==> src/rtl/seg7_pkg.sv <==
// ============================================================================
// Module      : seg7_pkg
// Description : Segment type, bit order and digit patterns for active-low
//               common-anode 7-segment displays.
// Revision    : 1.0
// ============================================================================
`default_nettype none

package seg7_pkg;

    typedef logic [6:0] seg_t;

    localparam int SEG_A_BIT = 6;
    localparam int SEG_B_BIT = 5;
    localparam int SEG_C_BIT = 4;
    localparam int SEG_D_BIT = 3;
    localparam int SEG_E_BIT = 2;
    localparam int SEG_F_BIT = 1;
    localparam int SEG_G_BIT = 0;

    localparam seg_t SEG_0     = 7'b0000001;
    localparam seg_t SEG_1     = 7'b1001111;
    localparam seg_t SEG_2     = 7'b0010010;
    localparam seg_t SEG_3     = 7'b0000110;
    localparam seg_t SEG_4     = 7'b1001100;
    localparam seg_t SEG_5     = 7'b0100100;
    localparam seg_t SEG_6     = 7'b0100000;
    localparam seg_t SEG_7     = 7'b0001111;
    localparam seg_t SEG_8     = 7'b0000000;
    localparam seg_t SEG_9     = 7'b0000100;
    localparam seg_t SEG_BLANK = 7'b1111111;

endpackage

`default_nettype wire

==> src/rtl/bcd_seg_decode.sv <==
// ============================================================================
// Module      : bcd_seg_decode
// Description : Combinational BCD to active-low 7-segment decoder; codes
//               10..15 produce a blank digit.
// Revision    : 1.0
// ============================================================================
`default_nettype none

module bcd_seg_decode
    import seg7_pkg::*;
(
    input  logic [3:0] bcd_i,
    output seg_t       seg_o
);

    always_comb begin
        seg_o = SEG_BLANK;
        case (bcd_i)
            4'd0:    seg_o = SEG_0;
            4'd1:    seg_o = SEG_1;
            4'd2:    seg_o = SEG_2;
            4'd3:    seg_o = SEG_3;
            4'd4:    seg_o = SEG_4;
            4'd5:    seg_o = SEG_5;
            4'd6:    seg_o = SEG_6;
            4'd7:    seg_o = SEG_7;
            4'd8:    seg_o = SEG_8;
            4'd9:    seg_o = SEG_9;
            default: seg_o = SEG_BLANK;
        endcase
    end

endmodule

`default_nettype wire

==> src/rtl/seg7_scan_ctrl.sv <==
// ============================================================================
// Module      : seg7_scan_ctrl
// Description : Multiplexed scan controller for a common-anode multi-digit
//               7-segment display with blanking, leading-zero suppression
//               and a frame-synchronous load handshake.
// Revision    : 1.0
// ============================================================================
`default_nettype none

module seg7_scan_ctrl
    import seg7_pkg::*;
#(
    parameter int NUM_DIGITS   = 4,
    parameter int PRESCALE     = 1000,
    parameter int BLANK_CYCLES = 8
) (
    input  logic                    clk,
    input  logic                    rst_n,
    input  logic                    load_i,
    input  logic [4*NUM_DIGITS-1:0] bcd_i,
    input  logic                    lzs_en_i,
    output logic                    ready_o,
    output seg_t                    seg_o,
    output logic [NUM_DIGITS-1:0]   an_o
);

    localparam int CNT_W = (PRESCALE > 1) ? $clog2(PRESCALE) : 1;
    localparam int IDX_W = (NUM_DIGITS > 1) ? $clog2(NUM_DIGITS) : 1;

    logic [CNT_W-1:0]        cnt_q,     cnt_d;
    logic [IDX_W-1:0]        idx_q,     idx_d;
    logic [4*NUM_DIGITS-1:0] disp_q,    disp_d;
    logic [4*NUM_DIGITS-1:0] shadow_q,  shadow_d;
    logic                    pending_q, pending_d;
    logic                    ready_q,   ready_d;
    seg_t                    seg_q,     seg_d;
    logic [NUM_DIGITS-1:0]   an_q,      an_d;

    logic [3:0]              w_nib [NUM_DIGITS];
    logic [3:0]              w_cur_nib;
    logic [NUM_DIGITS-1:0]   w_upper_zero;
    logic [NUM_DIGITS-1:0]   w_an_sel;
    logic                    w_slot_end;
    logic                    w_fe;
    logic                    w_blank;
    logic                    w_supp;
    logic                    v_zero;
    seg_t                    w_dec_seg;

    genvar gi;
    generate
        for (gi = 0; gi < NUM_DIGITS; gi++) begin : g_nib
            assign w_nib[gi] = disp_q[4*gi +: 4];
        end
    endgenerate

    assign w_cur_nib = w_nib[idx_q];

    bcd_seg_decode u_dec (
        .bcd_i (w_cur_nib),
        .seg_o (w_dec_seg)
    );

    // w_upper_zero[i] is set when nibbles i..NUM_DIGITS-1 are all zero.
    always_comb begin
        w_upper_zero = '0;
        w_an_sel     = '0;
        v_zero       = 1'b1;
        for (int i = NUM_DIGITS - 1; i >= 0; i--) begin
            v_zero          = v_zero & (w_nib[i] == 4'd0);
            w_upper_zero[i] = v_zero;
            w_an_sel[i]     = (idx_q == IDX_W'(i));
        end
    end

    assign w_slot_end = (cnt_q == CNT_W'(PRESCALE - 1));
    assign w_fe       = w_slot_end && (idx_q == IDX_W'(NUM_DIGITS - 1));
    assign w_blank    = (cnt_q < CNT_W'(BLANK_CYCLES));
    assign w_supp     = lzs_en_i && (idx_q != '0) && w_upper_zero[idx_q];

    always_comb begin
        cnt_d     = cnt_q + CNT_W'(1);
        idx_d     = idx_q;
        disp_d    = disp_q;
        shadow_d  = shadow_q;
        pending_d = pending_q;
        ready_d   = ready_q;
        seg_d     = w_dec_seg;
        an_d      = ~w_an_sel;

        if (w_slot_end) begin
            cnt_d = '0;
            idx_d = (idx_q == IDX_W'(NUM_DIGITS - 1)) ? '0 : idx_q + IDX_W'(1);
        end

        // A load on the frame-end cycle bypasses the shadow; otherwise it
        // waits there until the next frame end so a frame is never torn.
        if (ready_q && load_i) begin
            if (w_fe) begin
                disp_d = bcd_i;
            end else begin
                shadow_d  = bcd_i;
                pending_d = 1'b1;
                ready_d   = 1'b0;
            end
        end

        if (w_fe && pending_q) begin
            disp_d    = shadow_q;
            pending_d = 1'b0;
            ready_d   = 1'b1;
        end

        if (w_blank) begin
            seg_d = SEG_BLANK;
            an_d  = '1;
        end else if (w_supp) begin
            seg_d = SEG_BLANK;
        end
    end

    always_ff @(posedge clk or negedge rst_n) begin
        if (!rst_n) begin
            cnt_q     <= '0;
            idx_q     <= '0;
            disp_q    <= '0;
            shadow_q  <= '0;
            pending_q <= 1'b0;
            ready_q   <= 1'b1;
            seg_q     <= SEG_BLANK;
            an_q      <= '1;
        end else begin
            cnt_q     <= cnt_d;
            idx_q     <= idx_d;
            disp_q    <= disp_d;
            shadow_q  <= shadow_d;
            pending_q <= pending_d;
            ready_q   <= ready_d;
            seg_q     <= seg_d;
            an_q      <= an_d;
        end
    end

    assign ready_o = ready_q;
    assign seg_o   = seg_q;
    assign an_o    = an_q;

endmodule

`default_nettype wire
==> config.mk <==
export PLATFORM = sky130hd
export DESIGN_NAME = seg7_scan_ctrl
export DESIGN_NICKNAME = d
export VERILOG_FILES = /design/src/rtl/seg7_pkg.sv /design/src/rtl/bcd_seg_decode.sv /design/src/rtl/seg7_scan_ctrl.sv
export SDC_FILE = /design/constraint.sdc
export NUM_CORES = 1
export LEC_CHECK = 0
export BUFFER_PORTS_ARGS = -buffer_cell sky130_fd_sc_hd__buf_4
export CAP_MARGIN = 20
export CORE_UTILIZATION = 65
export CTS_BUF_LIST = sky130_fd_sc_hd__clkbuf_4
export DETAILED_ROUTE_END_ITERATION = 7
export PLACE_DENSITY = 0.87
export SLEW_MARGIN = 20
export SYNTH_ARGS = -nofsm -noshare
export SYNTH_HDL_FRONTEND = slang
export SYNTH_SLANG_ARGS = --single-unit
==> constraint.sdc <==
create_clock -name clk -period 3.1 [get_ports clk]
set_input_delay 0.31 -clock clk [delete_from_list [all_inputs] [get_ports clk]]
set_output_delay 0.31 -clock clk [all_outputs]
set_load 0.02 [all_outputs]
# Yosys cells after proc, flatten, opt, wreduce, memory -nomap -nowiden
# Memory sizes are Yosys's and may differ from the RTL's.
# Cells that the tools add are included.
[classes] n_reduce_logical=16 mux=19 n_lt_le_gt_ge=3 bitwise=6 eq_ne=5 addsub=2
[ops] cell="$mux 16" n=3
[ops] cell="$logic_not 4->1" n=4
[ops] cell="$mux 7" n=2
[ops] cell="$mux 4" n=3
[ops] cell="$add 10x1->10 const B" n=1
[ops] cell="$eq 10x10->1 const B" n=1
[ops] cell="$lt 10x4->1 const B" n=1
[ops] cell="$mux 10" n=1
[ops] cell="$bmux 4 s2" n=1
[ops] cell="$mux 1" n=7
[ops] cell="$reduce_and 2->1" n=3
[ops] cell="$reduce_bool 2->1" n=3
[ops] cell="$logic_and 1x1->1" n=5
[ops] cell="$eq 2x2->1 const B" n=2
[ops] cell="$not 4->4" n=1
[ops] cell="$and 1x1->1" n=3
[ops] cell="$ge 3x3->1 const B" n=1
[ops] cell="$lt 2x3->1 const B" n=1
[ops] cell="$not 2->3" n=1
[ops] cell="$add 2x1->2 const B" n=1
[ops] cell="$bmux 1 s2" n=1
[ops] cell="$eq 2x1->1 const B" n=1
[ops] cell="$logic_not 2->1" n=1
[ops] cell="$mux 2" n=1
[ops] cell="2 further kinds" n=2
[totals] reg_bits=57 n_memories=1 in_bits=20 rom_bits=112 wordCells=60 out_inout_bits=12
[memory_table] name="(no name shown)" words=16 word_bits=7 rd=1 rd_ports_with_merged_regs=0 write_ports=0 line_no="bcd_seg_decode.sv:18" text="case (bcd_i)"

# Longest topological paths before layout
[depth] ltp_word=9 depth_mapped=8 ltp_nobuf=7

# Hierarchy
# From an unflattened synthesis, not the netlist that was laid out.
[unflattened] hier_cells=238 hier_area_um2=2846.5
[modules_own_cells] module="seg7_scan_ctrl" area_each_um2=2636.3 seq_area_each_um2=1441.4 cells_per_inst=205 instances=1
[modules_own_cells] module="bcd_seg_decode" area_each_um2=210.2 seq_area_each_um2=0.0 cells_per_inst=33 instances=1

# Least setup slack after synthesis
# Ideal clock, no wire load.
[synth_timing] path_type="register to register" start="register idx_q[0]" end="register seg_q[2] (netlist: seg_o[2])" synth_period_minus_slack_ns=1.985 arrival_ns=1.888 setup_time_ns=0.097 slack_ns=1.115 required_time_ns=3.003 stages_incl_launch_ff=9 n_path_buf=1 path_cell_list="dfrtp_1 buf_2 mux4_2 inv_1 ha_1 inv_1 mux2_2 o22ai_1 nand3_1"
[synth_via] elab_chain_len=7 word_cells_on_any_way=12 classes_between="mux (7); bitwise (1); reduce/logical (3); memory (1)"
[synth_lines] element="start, declared" line_no="seg7_scan_ctrl.sv:31" text="logic [IDX_W-1:0] idx_q, idx_d;"
[synth_lines] element="start signal, assigned" line_no="seg7_scan_ctrl.sv:134" text="idx_q <= idx_d;"
[synth_lines] element="$not 2->3 (not written as such)" line_no="seg7_scan_ctrl.sv:57" text="assign w_cur_nib = w_nib[idx_q];"
[synth_lines] element="$bmux 4 s2" line_no="seg7_scan_ctrl.sv:57"
[synth_lines] element="$mux 4 (not written as such) (2 in series)" line_no="seg7_scan_ctrl.sv:57"
[synth_lines] element="$mem_v2 16x7"
[synth_lines] element="$mux 7 (*)" line_no="seg7_scan_ctrl.sv:117" text="end else if (w_supp) begin"
[synth_lines] element="$mux 7 (*)" line_no="seg7_scan_ctrl.sv:114" text="if (w_blank) begin"
[synth_lines] element="net seg_d[2]" line_no="seg7_scan_ctrl.sv:36" text="seg_t seg_q, seg_d;"
[synth_lines] element="end signal, assigned" line_no="seg7_scan_ctrl.sv:139" text="seg_q <= seg_d;"
[synth_lines] element="end, declared" line_no="seg7_scan_ctrl.sv:36"
# The timed path passes the listed nets; every way through them passes the cells marked *. The select of a mux whose other input is x is not followed.
# A chain may end at the register's enable or synchronous reset.

# Final worst setup path
# Same ends and word-level chain as after synthesis.

==> results.json <==
{
  "status": "completed",
  "tightest_slew_ns": 0.682,
  "synth_xor_area_share_pct": 2.21,
  "cts_resized": 0,
  "netlist_instances": 240,
  "cts_made_buffers": 9,
  "start_util_pct": 68.4,
  "yosysUniqueCellTypes": 42,
  "grt_use_met1_pct": 36.6,
  "final_cells": 323,
  "final_antenna_net_count": 0,
  "grtUsageTotal_pct": 26.6,
  "power_switching_w": 0.000375,
  "slew_viol_final": 0,
  "fmax_mhz": 461,
  "critPathKind": "reg -> reg",
  "ir_worst_vdd_mv": 0.338,
  "critPathMaxFanout": 9,
  "use_met2_pct": 38.8,
  "power_leakage_nw": 1.38,
  "grt_pass1_vias": 1832,
  "hold_class": "in -> reg",
  "gp_congestion": 0.968,
  "rsz0062_at_grt": "no",
  "synth-simple-area-share_pct": 10.8,
  "period_share_pct": 69.9,
  "p_sw_share_pct": 25.2,
  "clockBufferDepth": 2,
  "setup_slack_ns": 0.933,
  "fp.dieH_um": 67.4,
  "power.share.clock_pct": 27.2,
  "path_clk_slew_ns": 0.10,
  "cts-root-buf": "clkbuf_4",
  "post-cts-setup-buffer-count": 0,
  "placedCellCount": 309,
  "min_period_ns": 2.17,
  "yosysTopAreaCellShare_pct": 40.6,
  "yosys_warnings": 0,
  "cp.required_ns": 3.42,
  "met3_usage_pct": 5.74,
  "clock_latency_ns": 0.40,
  "syn_area_per_cell_um2": 11.6,
  "p_int_w": 0.00112,
  "ys_top_cells_by_area": "dfrtp_1 41%, dfstp_2 11%, o21ai_0 6.3%, ha_1 5.0%, mux2_4 4.9%",
  "max_slew_margin_pct": 54.5,
  "synthFlopType": "dfrtp_1",
  "grt_max_degree": 58,
  "endpoint_kind": "flip-flop",
  "whs_ns": 0.143,
  "cts.sinks": 57,
  "fp.coreArea_um2": 4060,
  "grt_pass1_wl_mm": 8.66,
  "die_w_um": 67.4,
  "vias": 1971,
  "area_growth_pct": 11.5,
  "h-tree-depth": 3,
  "top_usage_layer": "met2",
  "ys_seq_area_share_pct": 51.9,
  "routed_wl_mm": 5.16,
  "sequentialPowerShare_pct": 59.2,
  "cap_violations": 0,
  "drtIter0Drc": 148,
  "synth_edf_count": 0,
  "io_pins": 32,
  "ys_ff_latch": 57,
  "synth_top_family_by_area": "compound AO/OA/AOI/OAI gates",
  "netlist_area_um2": 2780,
  "yosys.area.top_type": "dfrtp_1",
  "final_nets": 302,
  "via_per_inst": 6.10,
  "comb_power_share_pct": 13.6,
  "cts_tree": "done",
  "startpoint_type": "flip-flop",
  "muxShareOfSynthArea_pct": 12.9,
  "syn-num-nets": 271,
  "die_area_um2": 4540,
  "power.total_w": 0.00149,
  "drc": 0,
  "power_density_nw_per_um2": 482,
  "hold_viol": 0,
  "cts-hold-fix-buffers": 1,
  "drive_above_1_share_pct": 30.4,
  "cp.arrival_ns": 2.49,
  "ys_async_sr_fraction_pct": 100,
  "preCtsSetupSlack_ns": 0.926,
  "firstDrtPassIters": 4,
  "hpwl_mm": 3.54,
  "setup_viol": 0,
  "grt-ovfl-total": 0,
  "antenna_found_initial": 0,
  "synth_compound_area_share_pct": 13.0,
  "detail_route.wl_per_cell_um": 16.0,
  "numPortBuffers": 31,
  "synthAdderAreaFrac_pct": 4.96,
  "final.setup.tns_ns": 0,
  "antenna_cells": 0,
  "skew_ns": 0.0127,
  "rows": 23
}
final cells by class:
cell class | count | area, µm²
fillers | 299 | 962
flip-flops and latches | 57 | 1440
multi-input cells | 160 | 1220
clock buffers | 10 | 75.1
inverters | 10 | 37.5
repair buffers | 33 | 250
clock inverters | 3 | 11.3
well taps | 50 | 62.6
per-layer routing:
metal | routed length (µm) | vias to the layer above
met5 | 0 | -
met4 | 141 | 0
met3 | 235 | 14
met2 | 2410 | 60
met1 | 2370 | 969
li1 | - | 928
path summary, 6_finish.rpt:
kind / from / end / slack [ns] / cells past startpoint
max: idx_q[0]$_DFFE_PN0N_ / seg_o[2]$_DFF_PN1_ / 0.93 / 7
min: bcd_i[0] / shadow_q[0]$_DFFE_PN0P_ / 0.14 / 2
max reg2reg: idx_q[0]$_DFFE_PN0N_ / seg_o[2]$_DFF_PN1_ / 0.93 / 7
min reg2reg: cnt_q[0]$_DFF_PN0_ / cnt_q[0]$_DFF_PN0_ / 0.46 / 1
max in group asynchronous: rst_n / cnt_q[4]$_DFF_PN0_ / 2.16 / 2
min in group asynchronous: rst_n / cnt_q[9]$_DFF_PN0_ / 0.49 / 2
worst max-delay path, cell delays in order (launching register included):
cell	delay [ns]
dfrtp_1	0.57
mux4_2	0.65
inv_1	0.15
ha_1	0.16
inv_1	0.05
mux2_2	0.26
o22ai_1	0.16
nand3_1	0.09
cell usage after synthesis (2+ instances only):
| library cell | instances |
|---|---|
| a21oi_1 | 5 |
| and2_1 | 2 |
| and3_1 | 3 |
| buf_2 | 4 |
| clkbuf_1 | 5 |
| clkbuf_2 | 2 |
| dfrtp_1 | 45 |
| dfstp_2 | 12 |
| ha_1 | 11 |
| inv_1 | 9 |
| mux2_2 | 10 |
| mux2_4 | 9 |
| mux2i_1 | 2 |
| mux4_2 | 4 |
| nand2_1 | 10 |
| nand3_1 | 10 |
| nand4_1 | 4 |
| nor2_1 | 9 |
| nor4_1 | 4 |
| o21ai_0 | 35 |
| o22ai_1 | 19 |
| xnor2_1 | 3 |
| xor2_1 | 4 |
flip-flops by register name, summed over array words and instances, names as in the netlist:
name	cells
disp_q	16
pending_q	1
shadow_q	16
cnt_q	10
seg_o	7
ready_o	1
an_o	4
idx_q	2
cells in the final DEF (no fill, tap or decap), types with 2 or more instances in the layout:
cell type,n
o22ai_1,19
xor2_1,4
o21ai_0,35
xnor2_1,3
mux2_2,10
buf_4,32
mux2_4,9
nand3_1,10
mux4_2,4
ha_1,11
nor2_1,9
clkinv_1,4
and3_1,3
dfstp_2,12
and2_1,2
nor4_1,4
a21oi_1,5
inv_1,9
dfrtp_1,45
nand4_1,4
mux2i_1,2
clkbuf_4,10
nand2_1,10
through the flow:
step	utilization, %	cell area, µm²
floorplan	-	2780
global placement	73.9	3000
detailed placement	73.9	3000
CTS	76.3	3100
global route	76.3	3100
finish	76.3	3100
cell families after synthesis:
logic type,count (synthesis)
buffers and inverters,23
adder cells (fa/ha/maj),11
flip-flops,57
AO/OA/AOI/OAI,64
XOR/XNOR,7
multiplexers,25
AND/OR/NAND/NOR,53
power groups by stage:
stage | Combinational (W) | Sequential (W) | Clock, W
6_report | 0.000204 | 0.000883 | 0.000405
5_1_grt | 0.000222 | 0.000890 | 0.000443
4_1_cts | 0.000205 | 0.000880 | 0.000410
3_5_place_dp | 0.000202 | 0.000894 | 0
3_3_place_gp | 0.000196 | 0.000890 | 0
2_1_floorplan | 0.000149 | 0.000882 | 0
No activity file was read; power rests on OpenSTA's default activity.
